$ cat src/rtl/load_store_unit_pkg.sv
// Shared definitions for the load/store unit.
//   mem_size_e  : access size codes, identical to the decoder's mem_size field
//   lsu_state_e : FSM state encoding of the load/store unit
package load_store_unit_pkg;

    typedef enum logic [1:0] {
        MEM_BYTE    = 2'b00,
        MEM_HALF    = 2'b01,
        MEM_WORD    = 2'b10,
        MEM_ILLEGAL = 2'b11
    } mem_size_e;

    typedef enum logic [1:0] {
        ST_IDLE = 2'b00,
        ST_REQ  = 2'b01,
        ST_RESP = 2'b10
    } lsu_state_e;

    // True when an access of the given size cannot be issued at this byte offset.
    function automatic logic is_misaligned(input logic [1:0] size, input logic [1:0] addr_lo);
        logic bad;
        bad = 1'b0;
        case (size)
            MEM_HALF: bad = addr_lo[0];
            MEM_WORD: bad = (addr_lo != 2'b00);
            default:  bad = 1'b0;
        endcase
        return bad;
    endfunction

endpackage

$ cat src/rtl/load_store_unit_if.sv
// Word-wide request/acknowledge data bus with byte enables.
//   master : bus_req, bus_we, bus_addr, bus_be, bus_wdata out; bus_ack, bus_rdata in
//   slave  : mirror image of master
// bus_rdata is valid in the same cycle as bus_ack for reads.
interface load_store_unit_if;
    logic        bus_req;
    logic        bus_we;
    logic [31:0] bus_addr;
    logic [3:0]  bus_be;
    logic [31:0] bus_wdata;
    logic        bus_ack;
    logic [31:0] bus_rdata;

    modport master (
        output bus_req, bus_we, bus_addr, bus_be, bus_wdata,
        input  bus_ack, bus_rdata
    );

    modport slave (
        input  bus_req, bus_we, bus_addr, bus_be, bus_wdata,
        output bus_ack, bus_rdata
    );
endinterface

$ cat src/rtl/load_store_unit_lane_align.sv
// lsu_lane_align: combinational byte-lane steering for sub-word accesses.
//   addr_lo, size, unsigned_value : access descriptor
//   wdata      : right-justified store data
//   rdata      : raw word read from the bus
//   be         : byte enables for the addressed lanes
//   wdata_rep  : store data replicated into every lane of its size
//   rdata_ext  : addressed byte/half moved to bit 0 and sign/zero extended
//   misaligned : access crosses its natural alignment
// Also used by the fetch path, so it carries no state.
module lsu_lane_align
    import load_store_unit_pkg::*;
(
    input  logic [1:0]  addr_lo,
    input  logic [1:0]  size,
    input  logic        unsigned_value,
    input  logic [31:0] wdata,
    input  logic [31:0] rdata,
    output logic [3:0]  be,
    output logic [31:0] wdata_rep,
    output logic [31:0] rdata_ext,
    output logic        misaligned
);

    logic [7:0]  rbyte [4];
    logic [7:0]  byte_sel;
    logic [15:0] half_sel;

    genvar gi;
    generate
        for (gi = 0; gi < 4; gi++) begin : g_lane
            assign rbyte[gi] = rdata[8*gi +: 8];
        end
    endgenerate

    assign byte_sel   = rbyte[addr_lo];
    assign half_sel   = addr_lo[1] ? {rbyte[3], rbyte[2]} : {rbyte[1], rbyte[0]};
    assign misaligned = is_misaligned(size, addr_lo);

    always_comb begin
        be        = 4'b0000;
        wdata_rep = wdata;
        rdata_ext = rdata;
        case (size)
            MEM_BYTE: begin
                be        = 4'b0001 << addr_lo;
                wdata_rep = {4{wdata[7:0]}};
                rdata_ext = {{24{byte_sel[7] & ~unsigned_value}}, byte_sel};
            end
            MEM_HALF: begin
                be        = addr_lo[1] ? 4'b1100 : 4'b0011;
                wdata_rep = {2{wdata[15:0]}};
                rdata_ext = {{16{half_sel[15] & ~unsigned_value}}, half_sel};
            end
            MEM_WORD: begin
                be        = 4'b1111;
                wdata_rep = wdata;
                rdata_ext = rdata;
            end
            default: begin
                be        = 4'b0000;
                wdata_rep = wdata;
                rdata_ext = rdata;
            end
        endcase
    end

endmodule

$ cat src/rtl/load_store_unit.sv
// load_store_unit: memory stage for decoded loads and stores.
//   clk, reset          : core clock, synchronous active-high reset
//   start               : issue strobe, only looked at while busy==0
//   mem_r, mem_w        : load / store request (exactly one must be set)
//   mem_size            : byte / half / word / illegal
//   unsigned_value      : zero-extend sub-word loads
//   addr, wdata         : effective byte address and right-justified store data
//   rd_sel_in           : load destination register
//   busy, done, err     : status; done is a one-cycle completion pulse, err valid with it
//   rd_w, rd_sel, rd_data : register write-back (rd_w pulses for successful loads only)
//   bus                 : request/acknowledge data bus (master side)
// Flow: IDLE -> REQ -> RESP -> IDLE; misaligned or illegal-size accesses go IDLE -> RESP.
module load_store_unit
    import load_store_unit_pkg::*;
#(
    parameter int TIMEOUT = 255
) (
    input  logic        clk,
    input  logic        reset,
    input  logic        start,
    input  logic        mem_r,
    input  logic        mem_w,
    input  logic [1:0]  mem_size,
    input  logic        unsigned_value,
    input  logic [31:0] addr,
    input  logic [31:0] wdata,
    input  logic [4:0]  rd_sel_in,
    output logic        busy,
    output logic        done,
    output logic        err,
    output logic        rd_w,
    output logic [4:0]  rd_sel,
    output logic [31:0] rd_data,
    load_store_unit_if.master bus
);

    localparam bit          TIMEOUT_EN   = (TIMEOUT != 0);
    localparam logic [31:0] TIMEOUT_LAST = TIMEOUT - 1;

    lsu_state_e  state_reg;
    logic [31:0] count_reg;
    logic        is_load_reg;
    logic        err_pend_reg;
    logic [1:0]  addr_lo_reg;
    logic [1:0]  size_reg;
    logic        unsigned_reg;

    logic [1:0]  align_addr_lo;
    logic [1:0]  align_size;
    logic        align_unsigned;
    logic [3:0]  be_next;
    logic [31:0] wdata_rep_next;
    logic [31:0] rdata_ext_next;
    logic        misaligned_next;
    logic        accept;

    // In IDLE the aligner sees the live request (to build the bus cycle);
    // afterwards it sees the captured descriptor (to extract the load data).
    assign align_addr_lo  = (state_reg == ST_IDLE) ? addr[1:0]      : addr_lo_reg;
    assign align_size     = (state_reg == ST_IDLE) ? mem_size       : size_reg;
    assign align_unsigned = (state_reg == ST_IDLE) ? unsigned_value : unsigned_reg;

    lsu_lane_align u_align (
        .addr_lo        (align_addr_lo),
        .size           (align_size),
        .unsigned_value (align_unsigned),
        .wdata          (wdata),
        .rdata          (bus.bus_rdata),
        .be             (be_next),
        .wdata_rep      (wdata_rep_next),
        .rdata_ext      (rdata_ext_next),
        .misaligned     (misaligned_next)
    );

    // Loads and stores together (or neither) are treated as a no-op.
    assign accept = start & (mem_r ^ mem_w);

    always_ff @(posedge clk) begin
        if (reset) begin
            state_reg     <= ST_IDLE;
            count_reg     <= '0;
            is_load_reg   <= 1'b0;
            err_pend_reg  <= 1'b0;
            addr_lo_reg   <= 2'b00;
            size_reg      <= 2'b00;
            unsigned_reg  <= 1'b0;
            busy          <= 1'b0;
            done          <= 1'b0;
            err           <= 1'b0;
            rd_w          <= 1'b0;
            rd_sel        <= '0;
            rd_data       <= '0;
            bus.bus_req   <= 1'b0;
            bus.bus_we    <= 1'b0;
            bus.bus_addr  <= '0;
            bus.bus_be    <= 4'b0000;
            bus.bus_wdata <= '0;
        end else begin
            done <= 1'b0;
            rd_w <= 1'b0;
            case (state_reg)
                ST_IDLE: begin
                    if (accept) begin
                        busy         <= 1'b1;
                        err          <= 1'b0;
                        rd_sel       <= rd_sel_in;
                        is_load_reg  <= mem_r;
                        addr_lo_reg  <= addr[1:0];
                        size_reg     <= mem_size;
                        unsigned_reg <= unsigned_value;
                        if (misaligned_next || (mem_size == MEM_ILLEGAL)) begin
                            err_pend_reg <= 1'b1;
                            state_reg    <= ST_RESP;
                        end else begin
                            err_pend_reg  <= 1'b0;
                            count_reg     <= '0;
                            bus.bus_req   <= 1'b1;
                            bus.bus_we    <= mem_w;
                            bus.bus_addr  <= {addr[31:2], 2'b00};
                            bus.bus_be    <= be_next;
                            bus.bus_wdata <= wdata_rep_next;
                            state_reg     <= ST_REQ;
                        end
                    end
                end
                ST_REQ: begin
                    // Ack is checked first so an ack on the last allowed cycle succeeds.
                    if (bus.bus_ack) begin
                        bus.bus_req <= 1'b0;
                        if (is_load_reg) begin
                            rd_data <= rdata_ext_next;
                        end
                        state_reg <= ST_RESP;
                    end else if (TIMEOUT_EN && (count_reg == TIMEOUT_LAST)) begin
                        bus.bus_req  <= 1'b0;
                        err_pend_reg <= 1'b1;
                        state_reg    <= ST_RESP;
                    end else begin
                        count_reg <= count_reg + 32'd1;
                    end
                end
                ST_RESP: begin
                    done      <= 1'b1;
                    err       <= err_pend_reg;
                    rd_w      <= is_load_reg & ~err_pend_reg;
                    busy      <= 1'b0;
                    state_reg <= ST_IDLE;
                end
                default: begin
                    state_reg <= ST_IDLE;
                end
            endcase
        end
    end

endmodule

$ cat src/flat_wrapper.sv
// flat-port wrapper written by rule: the top's interface ports become plain ports
module load_store_unit_flat import load_store_unit_pkg::*;
#(
    parameter int TIMEOUT = 255
)
  (clk, reset, start, mem_r, mem_w, mem_size, unsigned_value, addr, wdata, rd_sel_in, busy, done, err, rd_w, rd_sel, rd_data, bus_bus_req, bus_bus_we, bus_bus_addr, bus_bus_be, bus_bus_wdata, bus_bus_ack, bus_bus_rdata);
  load_store_unit_if bus_i ();
  input  logic clk;
  input  logic reset;
  input  logic start;
  input  logic mem_r;
  input  logic mem_w;
  input  logic [1:0] mem_size;
  input  logic unsigned_value;
  input  logic [31:0] addr;
  input  logic [31:0] wdata;
  input  logic [4:0] rd_sel_in;
  output logic busy;
  output logic done;
  output logic err;
  output logic rd_w;
  output logic [4:0] rd_sel;
  output logic [31:0] rd_data;
  output wire logic [$bits(bus_i.bus_req)-1:0] bus_bus_req;
  output wire logic [$bits(bus_i.bus_we)-1:0] bus_bus_we;
  output wire logic [$bits(bus_i.bus_addr)-1:0] bus_bus_addr;
  output wire logic [$bits(bus_i.bus_be)-1:0] bus_bus_be;
  output wire logic [$bits(bus_i.bus_wdata)-1:0] bus_bus_wdata;
  input wire logic [$bits(bus_i.bus_ack)-1:0] bus_bus_ack;
  input wire logic [$bits(bus_i.bus_rdata)-1:0] bus_bus_rdata;
  assign bus_bus_req = bus_i.bus_req;
  assign bus_bus_we = bus_i.bus_we;
  assign bus_bus_addr = bus_i.bus_addr;
  assign bus_bus_be = bus_i.bus_be;
  assign bus_bus_wdata = bus_i.bus_wdata;
  assign bus_i.bus_ack = bus_bus_ack;
  assign bus_i.bus_rdata = bus_bus_rdata;
  load_store_unit #(.TIMEOUT(TIMEOUT)) u_core (.clk(clk), .reset(reset), .start(start), .mem_r(mem_r), .mem_w(mem_w), .mem_size(mem_size), .unsigned_value(unsigned_value), .addr(addr), .wdata(wdata), .rd_sel_in(rd_sel_in), .busy(busy), .done(done), .err(err), .rd_w(rd_w), .rd_sel(rd_sel), .rd_data(rd_data), .bus(bus_i));
endmodule
$ cat config.mk
export PLATFORM = sky130hd
export DESIGN_NAME = load_store_unit_flat
export DESIGN_NICKNAME = d
export VERILOG_FILES = /design/src/rtl/load_store_unit_pkg.sv /design/src/rtl/load_store_unit_if.sv /design/src/rtl/load_store_unit_lane_align.sv /design/src/rtl/load_store_unit.sv /design/src/flat_wrapper.sv
export SDC_FILE = /design/constraint.sdc
export NUM_CORES = 1
export LEC_CHECK = 0
export CAP_MARGIN = 20
export CORE_MARGIN = 2
export CORE_UTILIZATION = 42
export DETAILED_ROUTE_END_ITERATION = 10
export PLACE_DENSITY = 0.74
export SLEW_MARGIN = 20
export SYNTH_ARGS = -nofsm -noshare
export SYNTH_HDL_FRONTEND = slang
export SYNTH_SLANG_ARGS = --single-unit
export TNS_END_PERCENT = 1
$ cat constraint.sdc
create_clock -name clk -period 6.7 [get_ports clk]
set_input_delay 1.34 -clock clk [delete_from_list [all_inputs] [get_ports clk]]
set_output_delay 1.34 -clock clk [all_outputs]
set_load 0.01 [all_outputs]
# Word-level counts from Yosys, hierarchy flattened
# Index checks and enable logic that the tools add are counted.
totals:
  word_cells: 95
  reg_bits: 150
  out_inout_bits: 111
  in_bits: 110
classes:
  n_eq_ne: 12
  muxes: 37
  order_cmp: 1
  shift: 1
  bitwise: 10
  n_reduce_logical: 15
  n_addsub: 1
ops:
  columns: ["cell", "n"]
  rows:
  - ["one-hot mux 32 bit (2 select lines)", 3]
  - ["2-to-1 mux 32 bit", 4]
  - ["adder 32 x 1 -> 32 bit, second input constant", 1]
  - ["== test 32 x 8 -> 1 bit, second input constant", 1]
  - ["binary-select mux 8 bit (select 2 bit)", 1]
  - ["2-to-1 mux 16 bit", 1]
  - ["2-to-1 mux 8 bit", 2]
  - ["2-to-1 mux 1 bit", 12]
  - ["2-to-1 mux 2 bit", 6]
  - ["one-hot mux 4 bit (3 select lines)", 1]
  - ["one-hot mux 1 bit (2 select lines)", 5]
  - ["AND reduction 4 bit", 2]
  - ["== test 2 bit, second input constant", 3]
  - ["!= test 2 bit, second input constant", 3]
  - ["AND reduction 2 bit", 3]
  - ["AND reduction 3 bit", 2]
  - ["nonzero test 2 bit", 3]
  - ["AND reduction 5 bit", 1]
  - ["AND 1 bit", 4]
  - ["== test 2 x 1 -> 1 bit, second input constant", 2]
  - ["zero test 2 bit", 2]
  - ["2-to-1 mux 4 bit", 1]
  - ["!= test 2 x 1 -> 1 bit, second input constant", 2]
  - ["inverter 1 bit", 4]
  - ["8 further kinds", 8]

# Depth between registers and ports, before layout
# Gate-level depths: netlist of the first run.
depth:
  ltp_word: 8
  ltp_mapped: 13
  depth_no_buf: 10

# By module
# A second synthesis of the first run with hierarchy kept.
unflattened:
  hier_cells: 949
  hier_area_um2: 7215.7
modules_own_cells:
  columns: ["mod", "cells_each", "n_inst", "seq_area_each_um2", "area_each_um2"]
  rows:
  - ["load_store_unit", 767, 1, 3002.9, 6038.3]
  - ["lsu_lane_align", 182, 1, 0.0, 1177.4]

# Worst setup path after synthesis of the first run
# OpenSTA, ideal clock, no wires.
synth_timing:
  path_kind: "input-to-reg"
  startpoint: "input mem_size[1]"
  endpoint: "register u_core.count_reg[30]"
  slack_ps: 2872
  stages: 10
  arrival_ps: 3757
  setup_time_ps: 70
  path_buffers: 3
  required_ps: 6630
  path_cell_list: "mux2_2 > clkbuf_1 > clkbuf_1 > ha_1 > a311o_1 > a32oi_2 > a21boi_2 > buf_6 > or4_1 > a21oi_1"
synth_via:
  elab_chain_cells: 6
  elab_cells_between_ends: 8
  cone_classes: "4 x eq/ne; 2 x mux; 2 x reduce/logical"
synth_lines:
  columns: ["item", "line", "rtl"]
  rows:
  - ["start, declared", "flat_wrapper.sv:13", "input logic [1:0] mem_size;"]
  - ["2-to-1 mux 2 bit", "load_store_unit.sv:60", "assign align_size = (state_reg == ST_IDLE) ? mem_size : size_reg;"]
  - ["== test 2 bit or == test 2 x 1 -> 1 bit (tied branches)", "load_store_unit_pkg.sv:23", "case (size)"]
  - ["one-hot mux 1 bit (2 select lines)", "load_store_unit_pkg.sv:23", null]
  - ["logical OR 1 bit (*)", "load_store_unit.sv:111", "if (misaligned_next || (mem_size == MEM_ILLEGAL)) begin"]
  - ["!= test 2 bit (no source line) (*)", null, null]
  - ["AND reduction 5 bit (no source line) (*)", null, null]
  - ["end signal, assigned", "load_store_unit.sv:139", "count_reg <= count_reg + 32'd1;"]
  - ["end, declared", "load_store_unit.sv:41", "logic [31:0] count_reg;"]
# Mark *: on every way between the ends. The rest lies on a longest branch, timed or not.
# A chain may end at the register's enable or synchronous reset.

# Worst setup path in the final report of the first run
layout_timing:
  startpoint: "input mem_size[1]"
  endpoint: "register u_core.count_reg[5]"
# Same word-level chain as after synthesis.

==> results.md, run 1 <==
- Status: finished, final reports clean
- Average size of a mapped cell: 7.87 um^2
- Post-Synthesis Cells: 867
- Core Util, Final: 61.1%
- Placed Cells: 1247
- Clock sink count: 150
- Lkg Pwr: 0.00334 uW
- R2R Path Start: u_core.state_reg[1]
- Syn Std Cell Area: 6830 um^2
- Fin crit share: 71.6%
- Max Fclk: 209 MHz
- Initial Util: 43.0%
- Peak fanout along the critical path: 29
- Routed Wire Length: 22100 um
- Max Cap Viol: 0
- Crit path time final: 4.80 ns
- Core box area: 15900 um^2
- CTS tree: done
- Worst slew pin tran: 1.10 ns
- CTS resizes: 0
- Most common cell after layout, fill and taps aside: clkdlybuf4s50_1
- RSZ-0062 raised after global routing: false
- Worst endpoint required time: 7.02 ns
- Synth warn: 0
- Final Skew: 0.00668 ns
- I/O pins: 221
- Hold Vio Cnt, Final: 0
- First-pass GRT wire length: 35300 um
- Max Slew Vio Count: 0
- Fraction of layout cells with a size suffix above 1: 5.36%
- Hold wc startpoint: u_core.bus.bus_addr[2]
- DRT antenna net count: 0
- Post-synth EDFFs: 0
- Drt first pass iters: 5
- Tot GR Track Use: 25.1%
- Pwr dens: 243 nW/um^2
- WL/cell: 17.3 um
- Area grow syn2layout: 42.1%
- Yosys reg bits: 150
- Number of global-route vias before repair: 6611
- Cell variety after synth: 61
- Worst hold-check path type: reg -> reg
- CP endpoint kind: flop
- Root Buffer: clkbuf_16
- Hpwl dp: 15100 um
- Top_reg_cell synth: dfxtp_1
- Chip width: 131 um
- Initial antenna violation count: 0
- Clock latency on the worst-skew pair: 0.43 ns
- Setup crit start: mem_size[1]
- H-Tree Depth: 4
- Placer Congestion: 0.863
- Crit path arrival time: 5.12 ns
- Vias after detailed routing: 7146
- Largest net degree at the start of global routing: 95
- Startpoint Class: primary input
- DRC viols: 0
- Net count, final: 1166
- Clock buffer depth: 2
- Post-synth ARST share: 0%
- Diode count: 0
- Fin cells: 1279
- Worst slew margin: 26.5%
- VDD IR max: 0.180 mV
- Post-CTS setup buffers: 0
- FP Rows: 46
- Setup slack after layout: 1.90 ns
- Seq/Total Area, Yosys: 44.0%
- Clock slew at reported path FFs: 0.06 ns
- Post-DR vias/cell: 5.59
- Most frequent cells in the layout: 217 x clkdlybuf4s50_1, 191 x nand2_1, 150 x dfxtp_1
- Initial DRC count: 536
- Setup_tns: 0 ns
- TritonCTS Buffers: 17
- Final setup fails: 0
- Flop-to-flop setup slack: 2.33 ns
- PortBufs: 218
- Fillers: 1463
- Hold_buf cts: 0
- Die Y-Extent: 131 um
- Die Area: 17300 um^2
- Place WS: 1.27 ns
- Global route overflow: 0
- Critical path class: in -> reg
routing by layer:
| metal | part of all wire (%) | GRT usage (%) |
|---|---|---|
| met5 | 0 | 0 |
| met4 | 2.7 | 10.7 |
| met3 | 7.8 | 6.79 |
| met2 | 46 | 39.6 |
| met1 | 44 | 32.4 |
cell type report:
cell class | instances | area (um^2) | share of cell area (%)
Inverter | 11 | 41.3 | 0.426
Clock inverter | 12 | 153 | 1.57
Clock buffer | 20 | 457 | 4.71
Multi-Input combinational cell | 642 | 3520 | 36.3
Timing Repair Buffer | 228 | 2250 | 23.2
Tap cell | 216 | 270 | 2.79
Sequential cell | 150 | 3000 | 31.0
synth_stat cells, types with 7 or more instances:
cell / n / area [um^2]
o32ai_1: 8 / 70.1
a22o_1: 14 / 123
o21ai_0: 55 / 275
inv_1: 9 / 33.8
nand4_1: 9 / 56.3
a221oi_1: 7 / 61.3
o211ai_1: 20 / 150
nand2_1: 192 / 721
nor2_1: 37 / 139
nand3_1: 22 / 110
a221o_1: 8 / 80.1
dfxtp_1: 150 / 3000
nor3_1: 9 / 45.0
or3_1: 13 / 81.3
a22oi_1: 9 / 67.6
a21oi_1: 128 / 641
a311oi_1: 8 / 70.1
clkbuf_1: 53 / 199
a311o_1: 8 / 80.1
o22ai_1: 7 / 43.8
critical path: stages:
cell and delay, ns:
clkdlybuf4s50_1 0.48, mux2_2 0.31, inv_2 0.39, ha_1 0.61
o211a_1 0.23, a311o_1 0.17, a32oi_2 0.20, a21boi_2 0.67
buf_4 0.36, nor3_1 0.08, o221a_2 0.26
through the flow:
| stage | instance area [um^2] | hold slack [ns] | total power, uW |
|---|---|---|---|
| 2_1_floorplan | 6830 | 0.422 | 1190 |
| 3_3_place_gp | 9090 | 0.439 | 1380 |
| 3_5_place_dp | 9090 | 0.446 | 1380 |
| 4_1_cts | 9700 | 0.454 | 2360 |
| 5_1_grt | 9700 | 0.468 | 2440 |
| 6_report | 9700 | 0.452 | 2350 |
final timing paths:
path	end	cells after the start
setup / recovery	u_core.count_reg[5]	11
hold / removal	u_core.bus.bus_addr[2]	2
setup reg to reg	u_core.count_reg[5]	11
hold reg to reg	u_core.bus.bus_addr[2]	2
cell families after synthesis:
logic type                 Yosys count  synth area share [%]
buffers and inverters               76                  4.62
muxes                                7                  1.08
other                                1                0.0549
AOI/OAI and AO/OA                  302                  27.8
and+or+nand+nor                    324                  21.2
xor gates and xnor gates             1                 0.128
DFF                                150                  44.0
adders and majority gates            6                  1.10
where the power goes:
| group | internal, uW | total [uW] | switching [uW] | leakage [uW] |
|---|---|---|---|---|
| registers | 928 | 949 | 21.6 | 0.00122 |
| logic | 190 | 418 | 228 | 0.00184 |
| clock network | 604 | 987 | 383 | 0.000288 |
| total | 1720 | 2350 | 632 | 0.00334 |
Power figures use the tool's default switching activity.
==> run 2: changes to the inputs <==
- PLACE_DENSITY: 0.74 -> 0.77
- clock period: 6.7 -> 4.32 ns (I/O delays scaled with it)
==> results.md, run 2 (same netlist as run 1, synthesis figures left out) <==
- Flop-to-flop setup slack: 0.95 ns
- Routed Wire Length: 21800 um
- R2R Path Start: u_core.state_reg[1]
- Clock slew at reported path FFs: 0.06 ns
- FP Rows: 46
- Die Area: 17300 um^2
- Register area: 3000 um^2
- Drt first pass iters: 5
- Root Buffer: clkbuf_16
- CP endpoint kind: flop
- VDD IR max: 0.273 mV
- Hpwl dp: 15100 um
- Worst endpoint required time: 4.67 ns
- PortBufs: 218
- Most common cell after layout, fill and taps aside: clkdlybuf4s50_1
- Area occupied by multi-input gates: 3520 um^2
- Slowest-stage cell, CP: a21boi_2
- Hold EP: u_core.bus.bus_wdata[30]
- I/O pins: 221
- Diode count: 0
- DRT antenna net count: 0
- Initial Util: 43.0%
- Largest delay share family, worst path: compound AO/OA/AOI/OAI gates
- Met1 Use GR: 32.7%
- CP cell instances: clkdlybuf4s50_1 -> mux2_2 -> inv_2 -> ha_1 -> o211a_1 -> a311o_1 -> a32oi_2 -> a21boi_2 -> buf_4 -> o21ai_0 -> mux2i_1
- WL/cell: 16.9 um
- Crit path buf inv count: 3
- Hold Vio Cnt, Final: 0
- Worst slew pin tran: 1.04 ns
- Fraction of layout cells with a size suffix above 1: 6.34%
- Global route overflow: 0
- Die Y-Extent: 131 um
- Clock latency on the worst-skew pair: 0.42 ns
- Worst hold-check path type: reg -> reg
- Worst reg2reg path endpoint: u_core.count_reg[22]
- Setup slack after layout: 0.578 ns
- Initial antenna violation count: 0
- Status: finished, final reports clean
- CTS tree: done
- Critical path class: in -> reg
- Hold_ws: 0.451 ns
- Crit-path max cell delay: 0.75 ns
- CTS resizes: 0
- DRC viols: 0
- Post-DR vias/cell: 5.58
- Tot GR Track Use: 25.0%
- RSZ-0062 raised after global routing: false
- Fin cells: 1289
- Hold path depth: 2
- First-pass GRT wire length: 35300 um
- Pwr dens: 373 nW/um^2
- Largest net degree at the start of global routing: 94
- Final Total Pwr: 3650 uW
- Hold_buf cts: 0
- Hold wc startpoint: u_core.bus.bus_wdata[30]
- Max Fclk: 267 MHz
- R2R cell count: 11
- Net count, final: 1178
- Met3 Track Usage GR: 7.29%
- Most frequent cells in the layout: 217 x clkdlybuf4s50_1, 191 x nand2_1, 150 x dfxtp_1
- Placed Cells: 1259
- Max Slew Vio Count: 0
- GRT busiest layer: met2
- Post-CTS setup buffers: 0
- Max Cap Viol: 0
- Crit path arrival time: 4.09 ns
- Vias after detailed routing: 7199
- Peak fanout along the critical path: 27
- Final Skew: 0.00956 ns
- Clock sink count: 150
- Startpoint Class: primary input
- Worst slew margin: 30.4%
- Place WS: 0.221 ns
- TritonCTS Buffers: 17
- Crit path time final: 3.74 ns
- Clock buffer depth: 2
- Initial DRC count: 549
- Setup crit start: mem_size[1]
- Fin crit share: 86.6%
- Core box area: 15900 um^2
- Placer Congestion: 0.895
- Fillers: 1450
- Area grow syn2layout: 43.5%
- Setup_tns: 0 ns
- Chip width: 131 um
- Number of global-route vias before repair: 6773
- Met2 Use GR: 39.2%
- Final setup fails: 0
- Lkg Pwr: 0.00340 uW
- H-Tree Depth: 4
run 2: cell count changes in the layout (fill, tap and decap cells not counted):
cell | before | now
buf_12 | 0 | 1
clkinv_2 | 3 | 2
buf_4 | 11 | 22
inv_6 | 0 | 2
clkinvlp_4 | 4 | 2
nand2_4 | 1 | 0
nand2_2 | 0 | 1
clkbuf_1 | 1 | 0
run 2: worst max-delay path by stage:
stage / endpoint / slack, ns / depth (start not counted)
floorplan: u_core.count_reg[30] / 0.97 / 10
global placement: u_core.count_reg[20] / 0.26 / 11
detailed placement: u_core.count_reg[20] / 0.22 / 11
CTS: u_core.count_reg[20] / 0.61 / 11
global route: u_core.count_reg[7] / 0.30 / 11
finish: u_core.count_reg[22] / 0.58 / 11
run 2: through the flow:
step	util [%]	instance area, um^2
finish	61.6	9790
global route	61.6	9790
CTS	61.6	9790
detailed placement	57.9	9190
global placement	57.9	9190
floorplan	-	6830
run 2: cell type report:
type                            count  share of cell area [%]
Multi-Input combinational cell    642                    35.9
Sequential cell                   150                    30.7
Timing Repair Buffer              240                    24.1
Clock buffer                       19                    4.63
Tap cell                          216                    2.76
Clock inverter                     11                    1.53
Inverter                           11                   0.422
run 2: per-layer routing:
metal	routed length (um)	part of all wire [%]
met1	9510	44
met2	9970	46
met3	1830	8.4
met4	530	2.4
met5	0	0
run 2: tightest hold or removal path: stages (launching register included):
cell and delay, ns:
dfxtp_1 0.31, nand2_1 0.05, a21oi_1 0.05
run 2: power breakdown:
part | total [uW] | internal, uW | leakage (uW) | switching, uW
logic | 666 | 308 | 0.00189 | 358
clock network | 1520 | 936 | 0.000292 | 584
registers | 1470 | 1440 | 0.00122 | 28.6
==> RTL change 1 (settings of run 2) <==
Remove the case item `MEM_BYTE` of the case on `size`.
--- a/src/rtl/load_store_unit_lane_align.sv
+++ b/src/rtl/load_store_unit_lane_align.sv
@@ -42,9 +42,4 @@
         rdata_ext = rdata;
         case (size)
-            MEM_BYTE: begin
-                be        = 4'b0001 << addr_lo;
-                wdata_rep = {4{wdata[7:0]}};
-                rdata_ext = {{24{byte_sel[7] & ~unsigned_value}}, byte_sel};
-            end
             MEM_HALF: begin
                 be        = addr_lo[1] ? 4'b1100 : 4'b0011;
Formal check against the unedited RTL: not equivalent (a bounded check fails within 4 cycles, from zero or initial values and one cycle with reset high).
==> RTL change 1 against run 2 <==
Non-clock buffer count is 9 lower; area after synthesis fell by 3.0%; largest power group unchanged; combinational power fell by 23%; wire length fell by 13%; largest cell class unchanged; fmax up 22%; critical path type unchanged; final area down 3.2%; setup slack gained 0.66 ns; critical endpoint is now u_core.bus.bus_wdata[16]; synthesized cell count decreased by 10%; via count is 11% lower; sequential cell count shrank 2; total power fell by 2.5%.
==> RTL change 1: results (changes against run 2) <==
| Metric | Value |
|---|---|
| Cell types occupying the most area after synthesis | sky130_fd_sc_hd__dfxtp_1 (45%), sky130_fd_sc_hd__nand2_1 (8.3%), sky130_fd_sc_hd__a211oi_1 (5.8%) |
| Routed wl met2 | 9.04 mm (-9.3%) |
| Layout Skew | 0.00679 ns (-0.00277 ns) |
| Maximum number of pins on one net before global-route repair | 95 (+1.1%) |
| Area fraction in compound gates after synthesis | 20.0% (-7.8 points) |
| Met2 usage in global routing | 36.5% (-2.6 points) |
| Area after DPL | 8840 um2 (-3.8%) |
| Peak per-stage delay on the critical path | 0.44 ns (-0.31 ns) |
| Crit Path Max Fanout | 22 (-19%) |
| Tot GR Track Use | 22.5% (-2.5 points) |
| Layout cells sized above 1 | 6.84% (+0.50 points) |
| Met3 track demand over resource | 7.76% (+0.47 points) |
| Distinct cell type count after synthesis | 67 (+9.8%) |
| Global-route wire length before repair | 30.0 mm (-15%) |
| Via count of the first global-routing pass | 5957 (-12%) |
| Detailed placer's ending HPWL | 13.0 mm (-14%) |
| Share of synthesized area occupied by flip-flops and latches | 44.8% (+0.76 points) |
| Areal power density over the cells | 376 nW/um2 (+0.71%) |
| Starting DRC count in detailed routing | 528 (-3.8%) |
| Aggregate routed wire length | 18.9 mm (-13%) |
| Arrival time at the worst endpoint | 3.41 ns (-0.68 ns) |
| Clock group total power | 1600 uW (+5%) |
| Outcome | complete, no violations |
| Maximum vdd drop | 0.293 mV (+7.3%) |
| Most instantiated cells after synthesis | sky130_fd_sc_hd__dfxtp_1 (148), sky130_fd_sc_hd__nand2_1 (146), sky130_fd_sc_hd__a21oi_1 (74) |
| Slew at the pin closest to its max-slew limit | 0.965 ns (-0.0788 ns) |
| Switch share | 24.9% (-1.7 points) |
| Detailed-route vias per instance | 5.36 (-4.1%) |
| Area share of xor/xnor cells in the synthesized design | 0.132% (+0.0040 points) |
| Met1 capacity usage during global routing | 28.3% (-4.4 points) |
| Family of cells with the greatest summed delay on the critical path | buffers and inverters |
| CP max-delay cell | sky130_fd_sc_hd__and2_2 |
| Post-synthesis share of cell area spent on full adders, half adders and majority gates | 0.945% (-0.15 points) |
| Routability cong. | 0.838 (-6.3%) |
==> RTL change 1: layout make-up <==
cell class | count | area (um2)
Clock inverter | 14 | 200
Fill cell | 1375 | 5830
Tap cell | 211 | 264
Clock buffer | 18 | 439
Timing Repair Buffer | 231 | 2290
Inverter | 9 | 33.8
Sequential cell | 148 | 2960
Multi-Input combinational cell | 560 | 3290
==> RTL change 1: final timing paths <==
check | cells past startpoint | endpoint | slack [ns] | startpoint
setup / recovery | 9 | u_core.bus.bus_wdata[16] | 1.24 | mem_size[1]
hold / removal | 2 | u_core.bus.bus_addr[24] | 0.45 | u_core.bus.bus_addr[24]
setup reg to reg | 9 | u_core.bus.bus_wdata[16] | 1.31 | u_core.state_reg[0]
hold reg to reg | 2 | u_core.bus.bus_addr[24] | 0.45 | u_core.bus.bus_addr[24]
==> RTL change 1: metrics by stage <==
stage                     std cells  setup WS (ns)
final                          1191           1.24
after floorplan                 781           1.48
after CTS                      1191           1.26
after global routing           1191           1.01
after detailed placement       1159          0.829
after global placement         1159          0.868
==> RTL change 2 (config.mk and constraints of run 2) <==
Made on the original files. `TIMEOUT` is set to 255 in 2 places; all go to 128.
--- a/src/rtl/load_store_unit.sv
+++ b/src/rtl/load_store_unit.sv
@@ -14,5 +14,5 @@
     import load_store_unit_pkg::*;
 #(
-    parameter int TIMEOUT = 255
+    parameter int TIMEOUT = 128
 ) (
     input  logic        clk,
--- a/src/flat_wrapper.sv
+++ b/src/flat_wrapper.sv
@@ -2,5 +2,5 @@
 module load_store_unit_flat import load_store_unit_pkg::*;
 #(
-    parameter int TIMEOUT = 255
+    parameter int TIMEOUT = 128
 )
   (clk, reset, start, mem_r, mem_w, mem_size, unsigned_value, addr, wdata, rd_sel_in, busy, done, err, rd_w, rd_sel, rd_data, bus_bus_req, bus_bus_we, bus_bus_addr, bus_bus_be, bus_bus_wdata, bus_bus_ack, bus_bus_rdata);
Check against the original RTL: no difference found for any inputs over 4 cycles, from zero or initial values and one cycle with reset high; that may be too few to reach the edited logic, so the function may still have changed.
==> RTL change 2 against run 2 <==
Setup slack improved by 0.28 ns; wire length fell by 4.2%; sequential cell count did not move; area after synthesis rose by 1.9%; clock skew fell by 0.0017 ns; total power rose by 0.81%; hold slack improved by 0.0015 ns; count of clock-buffer cells in the layout rose by 2; final area rose by 0.72%; critical path depth fell by 2; highest routed layer unchanged.
==> RTL change 2: results (changes against run 2) <==
| Metric | Value |
|---|---|
| Layout cells sized above 1 | 6.57% (+0.23 points) |
| Cell types occupying the most area after synthesis | sky130_fd_sc_hd__dfxtp_1 (43%), sky130_fd_sc_hd__nand2_1 (8.9%), sky130_fd_sc_hd__a21oi_1 (6.0%) |
| Distinct cell type count after synthesis | 62 (+1.6%) |
| CTS HTree Levels | 4 (unchanged) |
| Total of cells resized after clock tree synthesis | 0 (unchanged) |
| Most instantiated cells after synthesis | sky130_fd_sc_hd__nand2_1 (165), sky130_fd_sc_hd__dfxtp_1 (150), sky130_fd_sc_hd__a21oi_1 (84) |
| Hold Path Origin | u_core.bus.bus_addr[4] |
| Number of buffers between clock root and the deepest sink | 2 (unchanged) |
| Crit Path Max Fanout | 14 (-48%) |
| Global-route wire length before repair | 33.2 mm (-6.0%) |
| Post-CTS clock slew at the launch and capture registers of the worst setup and hold paths | 0.06 ns (about the same) |
| Layout Skew | 0.00789 ns (-0.00167 ns) |
| Outcome | complete, no violations |
| Starting DRC count in detailed routing | 509 (-7.3%) |
| Number of fillers in the final layout | 1456 (+0.41%) |
| Number of cells in the design after placement | 1239 (-1.6%) |
| Cell area after synthesis | 6950 um2 (+1.9%) |
| Detailed-route vias per instance | 5.50 (-1.6%) |
| Maximum vdd drop | 0.289 mV (+6.2%) |
| Post-route non-filler standard cell count | 1271 (-1.4%) |
| Max transition margin | 45.6% (+15 points) |
| Mapped Avg Cell Area | 8.13 um2 (+3.3%) |
| Total of warnings raised by yosys | 0 (unchanged) |
| Critical Path Start Type | register |
| Initial antenna violation count | 0 (unchanged) |
| Cell at the root of the clock tree | sky130_fd_sc_hd__clkbuf_16 |
| Pre-antenna DRT Iters | 5 (unchanged) |
| Maximum number of pins on one net before global-route repair | 76 (-19%) |
| Aggregate routed wire length | 20.9 mm (-4.2%) |
| Setup Buffers After CTS | 0 (unchanged) |
| Clock network latency to the later pin of the worst-skew pair | 0.42 ns (about the same) |
| Routability cong. | 0.866 (-3.2%) |
| Worst R2R Path Depth | 9 (-2) |
| Worst reg2reg startpoint | u_core.state_reg[1] |
| Number of buffers inserted by port buffering | 218 (unchanged) |
| Class of the tightest hold or removal check | register to register |
| Static Leak | 0.00346 uW (+1.7%) |
| Detailed placer's ending HPWL | 14.7 mm (-3.0%) |
| Number of buffers inserted during clock tree synthesis | 17 (unchanged) |
| Via count of the first global-routing pass | 6512 (-3.9%) |
| Tot GR Track Use | 23.1% (-1.9 points) |
| Arrival time at the worst endpoint | 3.78 ns (-0.31 ns) |
| Ant diodes | 0 (unchanged) |
| Share of synthesized area occupied by flip-flops and latches | 43.2% (-0.81 points) |
| Share of synthesized registers carrying an async set or reset | 0% (unchanged) |
[RTL change 2: changes by cell type after synthesis, moves of 13 or more]
cell                              run 2  this run
sky130_fd_sc_hd__a21oi_1            128        84
sky130_fd_sc_hd__o21ai_0             55         6
sky130_fd_sc_hd__nand2_1            192       165
sky130_fd_sc_hd__a211oi_1             5        32
sky130_fd_sc_hd__xor2_1               1        14
sky130_fd_sc_hd__nor2_1              37        82
[RTL change 2: cell families (layout without fill, tap and decap cells)]
kind of cell,Yosys count,count (layout),synth area share [%]
and+or+nand+nor,360,360,23.6
AOI/OAI and AO/OA,227,227,22.9
DFF,150,150,43.2
buffers and inverters,76,271,4.62
xor gates and xnor gates,24,24,3.02
muxes,12,12,1.76
adders and majority gates,5,5,0.900
other,1,2,0.0539
[RTL change 2: cell type report]
type	count	share of cell area, %
clock buffer	21	4.67
clock inverter	11	1.52
inverter	6	0.228
multi-input combinational	630	37.0
sequential	150	30.4
tap	220	2.79
timing repair buffer	233	23.4
[RTL change 2: final timing paths]
check             slack, ns                endpoint
setup reg to reg       0.85    u_core.count_reg[31]
setup / recovery       0.85    u_core.count_reg[31]
hold reg to reg        0.45  u_core.bus.bus_addr[4]
hold / removal         0.45  u_core.bus.bus_addr[4]
[RTL change 2: where the power goes]
group	leakage [uW]	switching [uW]	total, uW	internal [uW]
Sequential	0.00122	35.5	1480	1440
Combinational	0.00196	360	676	317
Clock	0.000282	589	1530	940
[RTL change 2: metrics by stage]
stage               area, um2  setup slack [ns]
floorplan                6960              1.09
global placement         9250             0.776
detailed placement       9250             0.667
CTS                      9860             0.880
global route             9860             0.588
finish                   9860             0.854
[RTL change 2: routing by layer]
layer  up-vias  track usage [%]  share of wire [%]
met2       267             37.6                 46
met3        49             5.13                5.8
li1       3419                -                  -
met1      3251             29.6                 45
met4         0             9.92                3.2
met5         -                0                  0
[RTL change 2: critical path, stage by stage (launching register included)]
cell                      delay, ns
sky130_fd_sc_hd__dfxtp_1       0.46
sky130_fd_sc_hd__nor2_1        0.49
sky130_fd_sc_hd__mux2_2        0.43
sky130_fd_sc_hd__ha_1          0.25
sky130_fd_sc_hd__o211a_1       0.12
sky130_fd_sc_hd__a311o_1       0.42
sky130_fd_sc_hd__a41oi_4       0.43
sky130_fd_sc_hd__nor4b_2       0.40
sky130_fd_sc_hd__a21oi_1       0.15
sky130_fd_sc_hd__o21a_1        0.21
